[src/rtl/fwd_hazard_ctrl_if.sv]
// rtl/fwd_hazard_ctrl_if.sv - operand-bypass select bus between ID decode and fwd_hazard_ctrl
interface fwd_hazard_ctrl_if #(
  parameter int NREG_W = 5,
  parameter int LAT_W  = 2
);
  logic              pipe_hold;
  logic              flush;
  logic              id_valid;
  logic [NREG_W-1:0] id_rs;
  logic [NREG_W-1:0] id_rt;
  logic              id_rs_use;
  logic              id_rt_use;
  logic              id_rs_early;
  logic              id_rt_early;
  logic              id_wr_en;
  logic [NREG_W-1:0] id_wr_addr;
  logic [LAT_W-1:0]  id_wr_lat;
  logic              stall_id;
  logic [1:0]        id_rs_sel;
  logic [1:0]        id_rt_sel;
  logic [1:0]        ex_rs_sel;
  logic [1:0]        ex_rt_sel;
  logic [31:0]       stall_cnt;

  modport master (
    output pipe_hold, flush, id_valid, id_rs, id_rt, id_rs_use, id_rt_use,
           id_rs_early, id_rt_early, id_wr_en, id_wr_addr, id_wr_lat,
    input  stall_id, id_rs_sel, id_rt_sel, ex_rs_sel, ex_rt_sel, stall_cnt
  );

  modport slave (
    input  pipe_hold, flush, id_valid, id_rs, id_rt, id_rs_use, id_rt_use,
           id_rs_early, id_rt_early, id_wr_en, id_wr_addr, id_wr_lat,
    output stall_id, id_rs_sel, id_rt_sel, ex_rs_sel, ex_rt_sel, stall_cnt
  );
endinterface

[src/rtl/fwd_hazard_ctrl.sv]
// rtl/fwd_hazard_ctrl.sv - bypass select and load-use stall control; FWD_STALL_CNT_EN adds a stall cycle counter
module fwd_hazard_ctrl #(
  parameter int NREG_W = 5,
  parameter int LAT_W  = 2
) (
  input logic              clk,
  input logic              rst_n,
  fwd_hazard_ctrl_if.slave bus
);

  localparam int NST = 4;
  localparam logic [1:0] ST_EX = 2'd0;
  localparam logic [1:0] ST_M1 = 2'd1;
  localparam logic [1:0] ST_M2 = 2'd2;
  localparam logic [1:0] ST_WB = 2'd3;

  localparam logic [1:0] ID_GPR = 2'b00;
  localparam logic [1:0] ID_WD  = 2'b01;
  localparam logic [1:0] ID_EM1 = 2'b10;
  localparam logic [1:0] ID_M12 = 2'b11;

  localparam logic [1:0] EX_OPD = 2'b00;
  localparam logic [1:0] EX_EM1 = 2'b01;
  localparam logic [1:0] EX_M12 = 2'b10;
  localparam logic [1:0] EX_M2W = 2'b11;

  // Shadow scoreboard, index 0 = EX (youngest) .. 3 = WB (oldest)
  logic              st_v [NST];
  logic [NREG_W-1:0] st_d [NST];
  logic [LAT_W-1:0]  st_l [NST];

  logic [NREG_W-1:0] op_idx   [2];
  logic              op_use   [2];
  logic              op_early [2];

  logic              op_hit   [2];
  logic [1:0]        op_stage [2];
  logic [LAT_W-1:0]  op_lat   [2];
  logic              op_nr    [2];
  logic [1:0]        id_sel   [2];
  logic [1:0]        ex_sel_nx[2];

  logic              stall_id;
  logic              id_take;
  logic [1:0]        ex_rs_q;
  logic [1:0]        ex_rt_q;

  assign op_idx[0]   = bus.id_rs;
  assign op_idx[1]   = bus.id_rt;
  assign op_use[0]   = bus.id_rs_use;
  assign op_use[1]   = bus.id_rt_use;
  assign op_early[0] = bus.id_rs_early;
  assign op_early[1] = bus.id_rt_early;

  // Scanning oldest to youngest lets the youngest match overwrite older ones
  always_comb begin
    for (int k = 0; k < 2; k++) begin
      op_hit[k]    = 1'b0;
      op_stage[k]  = ST_EX;
      op_lat[k]    = '0;
      op_nr[k]     = 1'b0;
      id_sel[k]    = ID_GPR;
      ex_sel_nx[k] = EX_OPD;
      if (op_use[k] && (op_idx[k] != '0)) begin
        for (int s = NST - 1; s >= 0; s--) begin
          if (st_v[s] && (st_d[s] == op_idx[k])) begin
            op_hit[k]   = 1'b1;
            op_stage[k] = 2'(s);
            op_lat[k]   = st_l[s];
          end
        end
      end
      if (op_hit[k]) begin
        if (op_early[k]) begin
          case (op_stage[k])
            ST_EX: op_nr[k] = 1'b1;
            ST_M1: begin
              op_nr[k]  = (op_lat[k] != '0);
              id_sel[k] = ID_EM1;
            end
            ST_M2: begin
              op_nr[k]  = (op_lat[k] > LAT_W'(1));
              id_sel[k] = ID_M12;
            end
            ST_WB: id_sel[k] = ID_WD;
            default: id_sel[k] = ID_GPR;
          endcase
        end else begin
          // Selects are chosen for the cycle the consumer will spend in EX
          case (op_stage[k])
            ST_EX: begin
              op_nr[k]     = (op_lat[k] != '0);
              ex_sel_nx[k] = EX_EM1;
            end
            ST_M1: begin
              op_nr[k]     = (op_lat[k] > LAT_W'(1));
              ex_sel_nx[k] = EX_M12;
            end
            ST_M2: ex_sel_nx[k] = EX_M2W;
            ST_WB: ex_sel_nx[k] = EX_OPD;
            default: ex_sel_nx[k] = EX_OPD;
          endcase
        end
      end
      if (op_nr[k]) begin
        id_sel[k] = ID_GPR;
      end
    end
  end

  assign stall_id = bus.id_valid && (op_nr[0] || op_nr[1]);
  assign id_take  = bus.id_valid && !stall_id;

  always_ff @(posedge clk) begin
    if (!rst_n) begin
      for (int s = 0; s < NST; s++) begin
        st_v[s] <= 1'b0;
        st_d[s] <= '0;
        st_l[s] <= '0;
      end
      ex_rs_q <= EX_OPD;
      ex_rt_q <= EX_OPD;
    end else if (bus.flush) begin
      // The killed MEM1 entry must not reach MEM2; the surviving MEM2 retires
      st_v[ST_WB] <= st_v[ST_M2];
      st_d[ST_WB] <= st_d[ST_M2];
      st_l[ST_WB] <= st_l[ST_M2];
      st_v[ST_M2] <= 1'b0;
      st_v[ST_M1] <= 1'b0;
      st_v[ST_EX] <= 1'b0;
      ex_rs_q     <= EX_OPD;
      ex_rt_q     <= EX_OPD;
    end else if (!bus.pipe_hold) begin
      for (int s = NST - 1; s > 0; s--) begin
        st_v[s] <= st_v[s-1];
        st_d[s] <= st_d[s-1];
        st_l[s] <= st_l[s-1];
      end
      st_v[ST_EX] <= id_take && bus.id_wr_en && (bus.id_wr_addr != '0);
      st_d[ST_EX] <= bus.id_wr_addr;
      st_l[ST_EX] <= bus.id_wr_lat;
      ex_rs_q     <= id_take ? ex_sel_nx[0] : EX_OPD;
      ex_rt_q     <= id_take ? ex_sel_nx[1] : EX_OPD;
    end
  end

  assign bus.stall_id  = stall_id;
  assign bus.id_rs_sel = id_sel[0];
  assign bus.id_rt_sel = id_sel[1];
  assign bus.ex_rs_sel = ex_rs_q;
  assign bus.ex_rt_sel = ex_rt_q;

`ifdef FWD_STALL_CNT_EN
  logic [31:0] stall_cnt_q;

  always_ff @(posedge clk) begin
    if (!rst_n) begin
      stall_cnt_q <= '0;
    end else if (stall_id && !bus.pipe_hold) begin
      stall_cnt_q <= stall_cnt_q + 32'd1;
    end
  end

  assign bus.stall_cnt = stall_cnt_q;
`else
  assign bus.stall_cnt = '0;
`endif

endmodule

[src/flat_wrapper.sv]
// flat-port wrapper written by rule: the top's interface ports become plain ports
module fwd_hazard_ctrl_flat 
#(
  parameter int NREG_W = 5,
  parameter int LAT_W  = 2
)
  (clk, rst_n, bus_pipe_hold, bus_flush, bus_id_valid, bus_id_rs, bus_id_rt, bus_id_rs_use, bus_id_rt_use, bus_id_rs_early, bus_id_rt_early, bus_id_wr_en, bus_id_wr_addr, bus_id_wr_lat, bus_stall_id, bus_id_rs_sel, bus_id_rt_sel, bus_ex_rs_sel, bus_ex_rt_sel, bus_stall_cnt);
  fwd_hazard_ctrl_if #(.NREG_W(NREG_W), .LAT_W(LAT_W)) bus_i ();
  input logic clk;
  input logic rst_n;
  input wire logic [$bits(bus_i.pipe_hold)-1:0] bus_pipe_hold;
  input wire logic [$bits(bus_i.flush)-1:0] bus_flush;
  input wire logic [$bits(bus_i.id_valid)-1:0] bus_id_valid;
  input wire logic [$bits(bus_i.id_rs)-1:0] bus_id_rs;
  input wire logic [$bits(bus_i.id_rt)-1:0] bus_id_rt;
  input wire logic [$bits(bus_i.id_rs_use)-1:0] bus_id_rs_use;
  input wire logic [$bits(bus_i.id_rt_use)-1:0] bus_id_rt_use;
  input wire logic [$bits(bus_i.id_rs_early)-1:0] bus_id_rs_early;
  input wire logic [$bits(bus_i.id_rt_early)-1:0] bus_id_rt_early;
  input wire logic [$bits(bus_i.id_wr_en)-1:0] bus_id_wr_en;
  input wire logic [$bits(bus_i.id_wr_addr)-1:0] bus_id_wr_addr;
  input wire logic [$bits(bus_i.id_wr_lat)-1:0] bus_id_wr_lat;
  output wire logic [$bits(bus_i.stall_id)-1:0] bus_stall_id;
  output wire logic [$bits(bus_i.id_rs_sel)-1:0] bus_id_rs_sel;
  output wire logic [$bits(bus_i.id_rt_sel)-1:0] bus_id_rt_sel;
  output wire logic [$bits(bus_i.ex_rs_sel)-1:0] bus_ex_rs_sel;
  output wire logic [$bits(bus_i.ex_rt_sel)-1:0] bus_ex_rt_sel;
  output wire logic [$bits(bus_i.stall_cnt)-1:0] bus_stall_cnt;
  assign bus_i.pipe_hold = bus_pipe_hold;
  assign bus_i.flush = bus_flush;
  assign bus_i.id_valid = bus_id_valid;
  assign bus_i.id_rs = bus_id_rs;
  assign bus_i.id_rt = bus_id_rt;
  assign bus_i.id_rs_use = bus_id_rs_use;
  assign bus_i.id_rt_use = bus_id_rt_use;
  assign bus_i.id_rs_early = bus_id_rs_early;
  assign bus_i.id_rt_early = bus_id_rt_early;
  assign bus_i.id_wr_en = bus_id_wr_en;
  assign bus_i.id_wr_addr = bus_id_wr_addr;
  assign bus_i.id_wr_lat = bus_id_wr_lat;
  assign bus_stall_id = bus_i.stall_id;
  assign bus_id_rs_sel = bus_i.id_rs_sel;
  assign bus_id_rt_sel = bus_i.id_rt_sel;
  assign bus_ex_rs_sel = bus_i.ex_rs_sel;
  assign bus_ex_rt_sel = bus_i.ex_rt_sel;
  assign bus_stall_cnt = bus_i.stall_cnt;
  fwd_hazard_ctrl #(.NREG_W(NREG_W), .LAT_W(LAT_W)) u_core (.clk(clk), .rst_n(rst_n), .bus(bus_i));
endmodule
[config.mk]
export PLATFORM = sky130hd
export DESIGN_NAME = fwd_hazard_ctrl_flat
export DESIGN_NICKNAME = d
export VERILOG_FILES = /design/src/rtl/fwd_hazard_ctrl_if.sv /design/src/rtl/fwd_hazard_ctrl.sv /design/src/flat_wrapper.sv
export SDC_FILE = /design/constraint.sdc
export NUM_CORES = 1
export LEC_CHECK = 0
export BUFFER_PORTS_ARGS = -buffer_cell sky130_fd_sc_hd__clkbuf_2
export CORE_MARGIN = 1.5
export CORE_UTILIZATION = 36
export CTS_BUF_LIST = sky130_fd_sc_hd__clkbuf_16
export DETAILED_ROUTE_END_ITERATION = 16
export PLACE_DENSITY = 0.68
export RECOVER_POWER = 50
export SETUP_SLACK_MARGIN = 0.2
export SKIP_CTS_REPAIR_TIMING = 1
export SYNTH_ARGS = -nofsm -noshare
export SYNTH_HDL_FRONTEND = slang
export SYNTH_SLANG_ARGS = --single-unit
[constraint.sdc]
create_clock -name clk -period 5.1 [get_ports clk]
set_clock_uncertainty 0.05 [all_clocks]
set_input_delay 0.765 -clock clk [delete_from_list [all_inputs] [get_ports clk]]
set_output_delay 0.765 -clock clk [all_outputs]
set_load 0.03 [all_outputs]
==> flow_metrics.py, run 1 <==
metrics = {
    "status": {
        "status": "complete, no violations",
    },
    "drt": {
        "routedWlPerCell_um": 14.2,
        "ant_nets": 0,
        "wirelength_um": 6090,
        "dr.pass1.iters": 4,
        "drtIter0Drc": 97,
        "drc": 0,
        "viasPerCell": 4.91,
        "vias": 2110,
    },
    "setup_path": {
        "reg2reg_from": "u_core.st_d[1][2]",
        "worst_r2r_endpoint": "u_core.st_v[0]",
        "slowest_delay_ps": 470,
        "crit_buf_inv": 3,
        "cp-end-kind": "primary output",
        "critPathKind": "primary input to primary output",
        "critPathLaunchType": "primary input",
        "r2r_slack_ps": 1740,
        "critPathRequiredTime_ps": 4280,
        "reg2regPathDepth": 13,
        "path_max_fanout": 6,
        "slowest_stage": "nor3_2",
        "worstPathCellList": "clkbuf_2 -> xor2_1 -> nor4_2 -> and3_1 -> nand2b_1 -> or3_1 -> inv_1 -> ha_1 -> a21oi_1 -> nand2_1 -> a21oi_1 -> a311oi_2 -> nor3_2 -> o21a_1 -> clkbuf_2",
        "cp.arrival_ps": 3770,
        "critical_path.top_delay_family": "simple AND/OR/NAND/NOR gates",
    },
    "yosys": {
        "netlist-cell-type-count": 51,
        "syn_inst": 300,
        "synth_area_leaders": "edfxtp_1 32%, buf_4 9.3%, xnor2_1 7.4%",
        "ys_ff_latch": 36,
        "ys_warn_count": 0,
        "synthArstFlopShare": 0,
        "syn-mean-instance-area_um2": 9.41,
        "yosys.cell_count.top_type": "buf_4",
        "synth_top_area_cell": "edfxtp_1",
        "synth_edf_count": 30,
        "ys.flop_type": "edfxtp_1",
        "syn_area_mm2": 0.00282,
        "seq_area_frac_synth": 0.362,
        "ys_top_cells_by_count": "35 x buf_4, 30 x and2_1, 30 x edfxtp_1, 24 x xnor2_1",
        "synth_top_area_share": 0.319,
    },
    "pwr": {
        "cellPowerDensity_mw_per_mm2": 267,
        "cellLeakagePower_uw": 0.00127,
        "clkPwrFrac": 0.429,
        "switchingPower_uw": 219,
        "p_sw_frac": 0.265,
        "p_seq_frac": 0.429,
        "p_int_uw": 607,
        "pwr-share-comb": 0.143,
        "vdd_drop_max_mv": 0.210,
    },
    "sta": {
        "layout_min_cycle_time_ps": 4580,
        "max_freq_mhz": 218,
        "finalCritPeriodShare": 0.898,
        "setup_tns_ps": 0,
        "slew_headroom": 0.254,
        "finalMaxSlewViolations": 0,
        "finalSetupViolations": 0,
        "worst_pin_slew_ps": 1120,
        "hold_violations": 0,
        "rsz0062_at_grt": "no",
    },
    "grt": {
        "use_met2": 0.279,
        "grt_pass1_vias": 2044,
        "grtUsageMet1": 0.185,
        "grt_pass1_wl_um": 10100,
        "met3_usage": 0.0293,
        "grt-busiest-layer": "met2",
        "grt_max_degree": 22,
        "antenna_found_initial": 0,
        "gr-usage-all-layers": 0.154,
        "grt-ovfl-total": 0,
    },
    "cts": {
        "cts_tree": "yes",
        "clock-sinks": 36,
        "cts-htree-levels": 2,
        "clock_latency_ps": 280,
        "path_clk_slew_ps": 60,
        "cts_buffer_depth": 2,
        "cts_made_buffers": 5,
        "clock-root-buffer": "clkbuf_16",
    },
    "floorplan": {
        "io_pins": 68,
        "placementRows": 32,
        "start_util": 0.369,
        "dieArea_mm2": 0.00838,
        "die_y_um": 91.6,
        "fp.coreArea_mm2": 0.00765,
        "die_x_um": 91.6,
    },
    "worst_hold_path": {
        "worstHoldStart": "u_core.bus.ex_rt_sel[0]",
        "whs_path_depth": 2,
        "hp-class": "register to register",
        "min_to": "u_core.bus.ex_rt_sel[0]",
    },
    "cells_and_area": {
        "multi_input_area_mm2": 0.00154,
        "antenna_cells": 0,
        "nets": 364,
        "fin_cells": 430,
        "final_util": 0.405,
        "regArea_mm2": 0.00102,
        "n_fill_cell": 789,
        "drive_gt1_frac": 0.146,
        "synthToLayoutAreaGrowth_pct": 9.62,
    },
    "flow_run": {
        "max_cap_viol_count": 0,
    },
    "placed_design": {
        "dp_hpwl_um": 4860,
        "dp_cells": 422,
        "gp_congestion": 0.924,
        "port_buffers": 35,
    },
}
metal layers:
| metal | routed length, µm | vias up | part of all wire |
|---|---|---|---|
| li1 | - | 1028 | - |
| met1 | 2650 | 1003 | 0.44 |
| met2 | 3090 | 72 | 0.51 |
| met3 | 265 | 7 | 0.044 |
| met4 | 80 | 0 | 0.013 |
| met5 | 0 | - | 0 |
power groups by stage:
stage          logic, µW  clock network (µW)  registers (µW)
6_report             118                 354             354
5_1_grt              129                 374             356
3_3_place_gp         117                   0             359
2_1_floorplan        116                   0             354
3_5_place_dp         118                   0             359
4_1_cts              119                 360             353
cell usage in the layout (no fill, tap or decap), types with 3 or more instances in the layout:
cell type	count
nor4_2	3
clkbuf_1	6
or4_1	3
o21a_1	3
and2_1	30
nand2_1	17
o21ai_0	7
clkbuf_2	30
or3_1	3
and3_1	5
clkbuf_16	5
a211oi_1	3
nor2_1	12
xnor2_1	24
nor3_1	8
ha_1	10
nand4_1	6
conb_1	32
inv_1	17
dfxtp_1	6
mux2i_1	3
a21oi_1	5
o21ai_1	6
nor4_1	3
xor2_1	16
edfxtp_1	30
nand3_1	4
area by class of cell:
cell class	count	area share
clock buffers	5	0.0404
clock inverters	3	0.0150
inverters	17	0.0206
multi-input cells	231	0.497
flip-flops and latches	36	0.330
well taps	102	0.0412
repair buffers	36	0.0558
worst min-delay path, delay by kind of cell (launching register included):
| kind | cells | cell delay, ps |
|---|---|---|
| AOI/OAI and AO/OA | 1 | 50 |
| DFF | 1 | 310 |
| and+or+nand+nor | 1 | 50 |
state kept, by name (all words and copies together) (netlist names):
| name | flops |
|---|---|
| u_core.bus.ex_rs_sel | 2 |
| u_core.bus.ex_rt_sel | 2 |
| u_core.st_d | 20 |
| u_core.st_l | 8 |
| u_core.st_v | 4 |
stage by stage:
stage | hold slack, ps | setup slack (ps) | instance area (µm²) | total power, µW
5_1_grt | 429 | 283 | 3090 | 859
2_1_floorplan | 465 | 669 | 2940 | 470
6_report | 408 | 519 | 3090 | 826
3_3_place_gp | 399 | 565 | 2930 | 475
3_5_place_dp | 405 | 511 | 2930 | 477
4_1_cts | 412 | 511 | 3100 | 832
logic make-up after synthesis:
logic type / after synthesis / share of synthesized area
and+or+nand+nor: 105 / 0.215
buffers and inverters: 64 / 0.135
AOI/OAI and AO/OA: 41 / 0.108
xor gates and xnor gates: 40 / 0.124
DFF: 36 / 0.362
adders and majority gates: 10 / 0.0443
muxes: 3 / 0.0106
other: 1 / 0.00133
how the worst max path moves through the flow:
| stage | start | endpoint | slack (ps) | depth (start not counted) |
|---|---|---|---|---|
| after floorplan | bus_id_rt[1] | bus_id_rt_sel[0] | 670 | 15 |
| after global placement | bus_id_rt[1] | bus_id_rt_sel[0] | 570 | 16 |
| after detailed placement | bus_id_rt[1] | bus_id_rt_sel[0] | 510 | 16 |
| after CTS | bus_id_rs[0] | bus_stall_id | 510 | 15 |
| after global routing | bus_id_rt[1] | bus_id_rt_sel[0] | 280 | 16 |
| final | bus_id_rs[0] | bus_stall_id | 520 | 15 |
Power figures use the tool's default switching activity.
==> run 2: changes to the inputs <==
Settings changed: PLACE_DENSITY 0.68 to 0.65.
==> flow_metrics.py, run 2 (synthesis gave the netlist of run 1 again) <==
metrics = {
    "floorplan": {
        "fp.coreArea_mm2": 0.00765,
        "die_y_um": 91.6,
        "io_pins": 68,
        "placementRows": 32,
        "start_util": 0.369,
        "die_x_um": 91.6,
        "dieArea_mm2": 0.00838,
    },
    "drt": {
        "ant_nets": 0,
        "wirelength_um": 5960,
        "drc": 0,
        "top_layer": "met4",
        "drtIter0Drc": 129,
        "viasPerCell": 4.77,
        "vias": 2055,
        "dr.pass1.iters": 6,
        "wl_met2_um": 2970,
        "met1_length_um": 2500,
        "routedWlPerCell_um": 13.8,
        "dr_wl_met3_um": 311,
    },
    "cts": {
        "cts_buffer_depth": 2,
        "cts_made_buffers": 5,
        "cts-htree-levels": 2,
        "clock-root-buffer": "clkbuf_16",
        "cts_tree": "yes",
        "clock-sinks": 36,
        "path_clk_slew_ps": 50,
        "clock_latency_ps": 280,
    },
    "worst_hold_path": {
        "hp-class": "register to register",
        "whs_path_depth": 2,
    },
    "cells_and_area": {
        "largest_register": "u_core.st_d",
        "fin_cells": 431,
        "antenna_cells": 0,
        "nets": 365,
        "reg_top3": "u_core.st_d x20, u_core.st_l x8, u_core.st_v x4",
        "final_cell_mix": "33 x clkbuf_2, 32 x conb_1, 30 x and2_1, 30 x edfxtp_1, 24 x xnor2_1",
        "largest_register_ff_count": 20,
        "drive_gt1_frac": 0.152,
        "synthToLayoutAreaGrowth_pct": 9.22,
        "mostFrequentLayoutCell": "clkbuf_2",
    },
    "grt": {
        "grt_pass1_wl_um": 9910,
        "grt-ovfl-total": 0,
        "antenna_found_initial": 0,
        "grt_pass1_vias": 2051,
        "grt_max_degree": 22,
        "gr-usage-all-layers": 0.153,
    },
    "sta": {
        "worst_slack_ps": 514,
        "finalMaxSlewViolations": 0,
        "hold_violations": 0,
        "max_freq_mhz": 218,
        "finalSetupViolations": 0,
        "rsz0062_at_grt": "no",
        "worst_pin_slew_ps": 1140,
        "finalCritPeriodShare": 0.899,
        "setup_tns_ps": 0,
        "slew_headroom": 0.240,
        "layout_min_cycle_time_ps": 4590,
    },
    "setup_path": {
        "critPathLaunchType": "primary input",
        "critPathRequiredTime_ps": 4280,
        "cp-end-kind": "primary output",
        "crit_buf_inv": 3,
        "critical_path.top_delay_family": "simple AND/OR/NAND/NOR gates",
        "reg2regPathDepth": 13,
        "critPathKind": "primary input to primary output",
        "slowest_stage": "nor4_2",
        "cp.arrival_ps": 3770,
        "path_max_fanout": 6,
        "worstPathCellList": "clkbuf_2 -> xor2_1 -> nor4_2 -> and3_1 -> nand2b_1 -> or3_1 -> inv_1 -> ha_1 -> a21oi_1 -> nand2_1 -> a21oi_1 -> a311oi_2 -> nor3_4 -> o21a_1 -> clkbuf_2",
        "cp_num_cells": 15,
        "slowest_delay_ps": 450,
    },
    "pwr": {
        "vdd_drop_max_mv": 0.167,
        "cellLeakagePower_uw": 0.00128,
        "cellPowerDensity_mw_per_mm2": 249,
        "p_total_uw": 767,
    },
    "status": {
        "status": "complete, no violations",
    },
    "placed_design": {
        "dp_slack_ps": 341,
        "gp_congestion": 0.884,
        "dp_cells": 423,
        "port_buffers": 35,
        "dp_hpwl_um": 4770,
    },
    "flow_run": {
        "max_cap_viol_count": 0,
    },
}
run 2: layout make-up:
type	instances	area (µm²)
flip-flops and latches	36	1020
multi-input cells	231	1550
clock buffers	5	125
inverters	17	63.8
clock inverters	3	15.0
repair buffers	37	180
well taps	102	128
fillers	788	4560
run 2: power by group:
group / internal [µW] / switching, µW / leakage [µW] / total [µW]
clock network: 177 / 118 / 0.0000687 / 295
logic: 38.3 / 81.7 / 0.000835 / 120
registers: 337 / 15.4 / 0.000373 / 352
run 2: routing by layer:
| layer | track usage | vias to the layer above |
|---|---|---|
| met1 | 0.185 | 942 |
| met3 | 0.0201 | 14 |
| met2 | 0.264 | 67 |
| met4 | 0.0781 | 0 |
| met5 | 0 | - |
| li1 | - | 1032 |
run 2: worst min-delay path: cells and delay by family, from the launching register on:
family | cells | cell delay (ps)
AO/OA/AOI/OAI | 1 | 50
AND/OR/NAND/NOR | 1 | 50
flip-flops | 1 | 300
run 2: final timing paths:
kind	slack, ps	startpoint	end
hold / removal	390	u_core.bus.ex_rt_sel[0]	u_core.bus.ex_rt_sel[0]
setup reg to reg	1790	u_core.st_d[1][2]	u_core.st_v[0]
hold reg to reg	390	u_core.bus.ex_rt_sel[0]	u_core.bus.ex_rt_sel[0]
setup / recovery	510	bus_id_rs[2]	bus_stall_id
run 2: metrics by stage:
stage | hold slack (ps) | utilization | cell area [µm²]
final | 395 | 0.403 | 3080
after detailed placement | 391 | 0.384 | 2940
after CTS | 399 | 0.403 | 3080
after global routing | 426 | 0.403 | 3080
after floorplan | 465 | - | 2940
after global placement | 389 | 0.384 | 2940
==> run 3: changes to the inputs <==
Settings changed: CTS_BUF_LIST sky130_fd_sc_hd__clkbuf_16 to sky130_fd_sc_hd__clkbuf_2.
==> flow_metrics.py, run 3 (synthesis gave the netlist of run 1 again) <==
metrics = {
    "pwr": {
        "p_int_uw": 408,
        "p_seq_frac": 0.580,
        "clkPwrFrac": 0.224,
        "cellLeakagePower_uw": 0.00123,
        "vdd_drop_max_mv": 0.119,
        "cellPowerDensity_mw_per_mm2": 204,
        "pwr-share-comb": 0.196,
        "switchingPower_uw": 198,
        "p_sw_frac": 0.327,
    },
    "grt": {
        "antenna_found_initial": 0,
        "grt_pass1_wl_um": 9800,
        "grt-ovfl-total": 0,
        "grt_max_degree": 22,
        "gr-usage-all-layers": 0.149,
        "grt_pass1_vias": 2021,
    },
    "worst_hold_path": {
        "hp-class": "register to register",
        "whs_path_depth": 2,
        "min_to": "u_core.bus.ex_rt_sel[0]",
        "worstHoldStart": "u_core.bus.ex_rt_sel[0]",
    },
    "setup_path": {
        "critPathKind": "primary input to primary output",
        "critPathRequiredTime_ps": 4280,
        "cp.arrival_ps": 3750,
        "r2r_slack_ps": 1800,
        "worstPathCellList": "clkbuf_2 -> xor2_1 -> nor4_2 -> and3_1 -> nand2b_1 -> or3_1 -> inv_1 -> ha_1 -> a21oi_1 -> nand2_1 -> a21oi_1 -> a311oi_2 -> nor3_4 -> o21a_1 -> clkbuf_2",
        "slowest_stage": "nor4_2",
        "path_max_fanout": 6,
        "reg2regPathDepth": 13,
        "worst_r2r_endpoint": "u_core.st_v[0]",
        "cp-end-kind": "primary output",
        "reg2reg_from": "u_core.st_d[1][2]",
        "slowest_delay_ps": 430,
        "critPathLaunchType": "primary input",
    },
    "cells_and_area": {
        "nets": 365,
        "regArea_mm2": 0.00102,
        "antenna_cells": 0,
        "reg_top3": "u_core.st_d x20, u_core.st_l x8, u_core.st_v x4",
        "largest_register": "u_core.st_d",
        "n_fill_cell": 805,
        "final_cell_mix": "39 x clkbuf_2, 32 x conb_1, 30 x edfxtp_1, 28 x and2_1, 24 x xnor2_1",
        "drive_gt1_frac": 0.152,
        "multi_input_area_mm2": 0.00154,
        "largest_register_ff_count": 20,
        "synthToLayoutAreaGrowth_pct": 5.50,
        "mostFrequentLayoutCell": "clkbuf_2",
        "fin_cells": 431,
    },
    "sta": {
        "finalMaxSlewViolations": 0,
        "finalSetupViolations": 0,
        "rsz0062_at_grt": "no",
        "worst_pin_slew_ps": 1140,
        "layout_min_cycle_time_ps": 4570,
        "setup_tns_ps": 0,
        "slew_headroom": 0.238,
        "finalCritPeriodShare": 0.896,
        "hold_violations": 0,
        "max_freq_mhz": 219,
    },
    "cts": {
        "cts_tree": "yes",
        "path_clk_slew_ps": 180,
        "cts_made_buffers": 5,
        "clock-sinks": 36,
        "clock_latency_ps": 410,
        "cts_buffer_depth": 2,
        "cts-htree-levels": 2,
        "clock-root-buffer": "clkbuf_2",
    },
    "drt": {
        "viasPerCell": 4.79,
        "dr.pass1.iters": 4,
        "routedWlPerCell_um": 13.6,
        "drc": 0,
        "drtIter0Drc": 120,
        "wirelength_um": 5870,
        "vias": 2064,
        "ant_nets": 0,
    },
    "placed_design": {
        "dp_hpwl_um": 4770,
        "gp_congestion": 0.884,
        "dp_cells": 423,
        "port_buffers": 35,
    },
    "floorplan": {
        "placementRows": 32,
        "fp.coreArea_mm2": 0.00765,
        "dieArea_mm2": 0.00838,
        "start_util": 0.369,
        "die_y_um": 91.6,
        "io_pins": 68,
        "die_x_um": 91.6,
    },
    "status": {
        "status": "complete, no violations",
    },
    "flow_run": {
        "max_cap_viol_count": 0,
    },
}
[run 3: cell count changes in the layout (fill, tap and decap cells not counted)]
cell	change
clkbuf_2	+6
clkbuf_16	-5
and2_0	+2
and2_1	-2
inv_1	-1
nor4_1	+1
nor4_2	-1
[run 3: worst max path at each step]
stage,start,depth (start not counted),slack (ps),end
floorplan,bus_id_rt[1],15,670,bus_id_rt_sel[0]
global placement,bus_id_rs[2],15,490,bus_stall_id
detailed placement,bus_id_rs[2],15,340,bus_stall_id
CTS,bus_id_rs[2],15,340,bus_stall_id
global route,bus_id_rt[2],15,240,bus_id_rt_sel[0]
finish,bus_id_rs[2],15,530,bus_stall_id
[run 3: worst max-delay path: cells and delay by family]
kind	cells	cell delay, ps
AND/OR/NAND/NOR	6	1490
buffers and inverters	3	440
XOR/XNOR	1	190
adder cells (fa/ha/maj)	1	190
AO/OA/AOI/OAI	4	670
[run 3: power groups by stage]
stage	combinational, µW	clock (µW)	sequential, µW
floorplan	116	0	354
global placement	118	0	358
detailed placement	120	0	358
CTS	121	139	351
global route	131	151	354
finish	119	136	352
[run 3: per-layer routing]
layer	up-vias	part of all wire	track usage
li1	1033	-	-
met1	947	0.43	0.185
met2	71	0.49	0.259
met3	13	0.048	0.0226
met4	0	0.027	0.0547
met5	-	0	0
[run 3: area by class of cell]
cell class | instances | share of cell area
multi-input combinational | 231 | 0.518
sequential | 36 | 0.343
timing repair buffer | 37 | 0.0605
tap | 102 | 0.0429
inverter | 17 | 0.0214
clock buffer | 6 | 0.0101
clock inverter | 2 | 0.00378
[run 3: metrics by stage]
stage | hold slack (ps) | setup WS [ps] | utilization | cell area [µm²] | power [µW]
CTS | 414 | 341 | 0.390 | 2980 | 611
floorplan | 465 | 669 | - | 2940 | 470
finish | 409 | 533 | 0.389 | 2980 | 607
detailed placement | 391 | 341 | 0.384 | 2940 | 478
global route | 442 | 237 | 0.389 | 2980 | 635
global placement | 389 | 495 | 0.384 | 2940 | 476
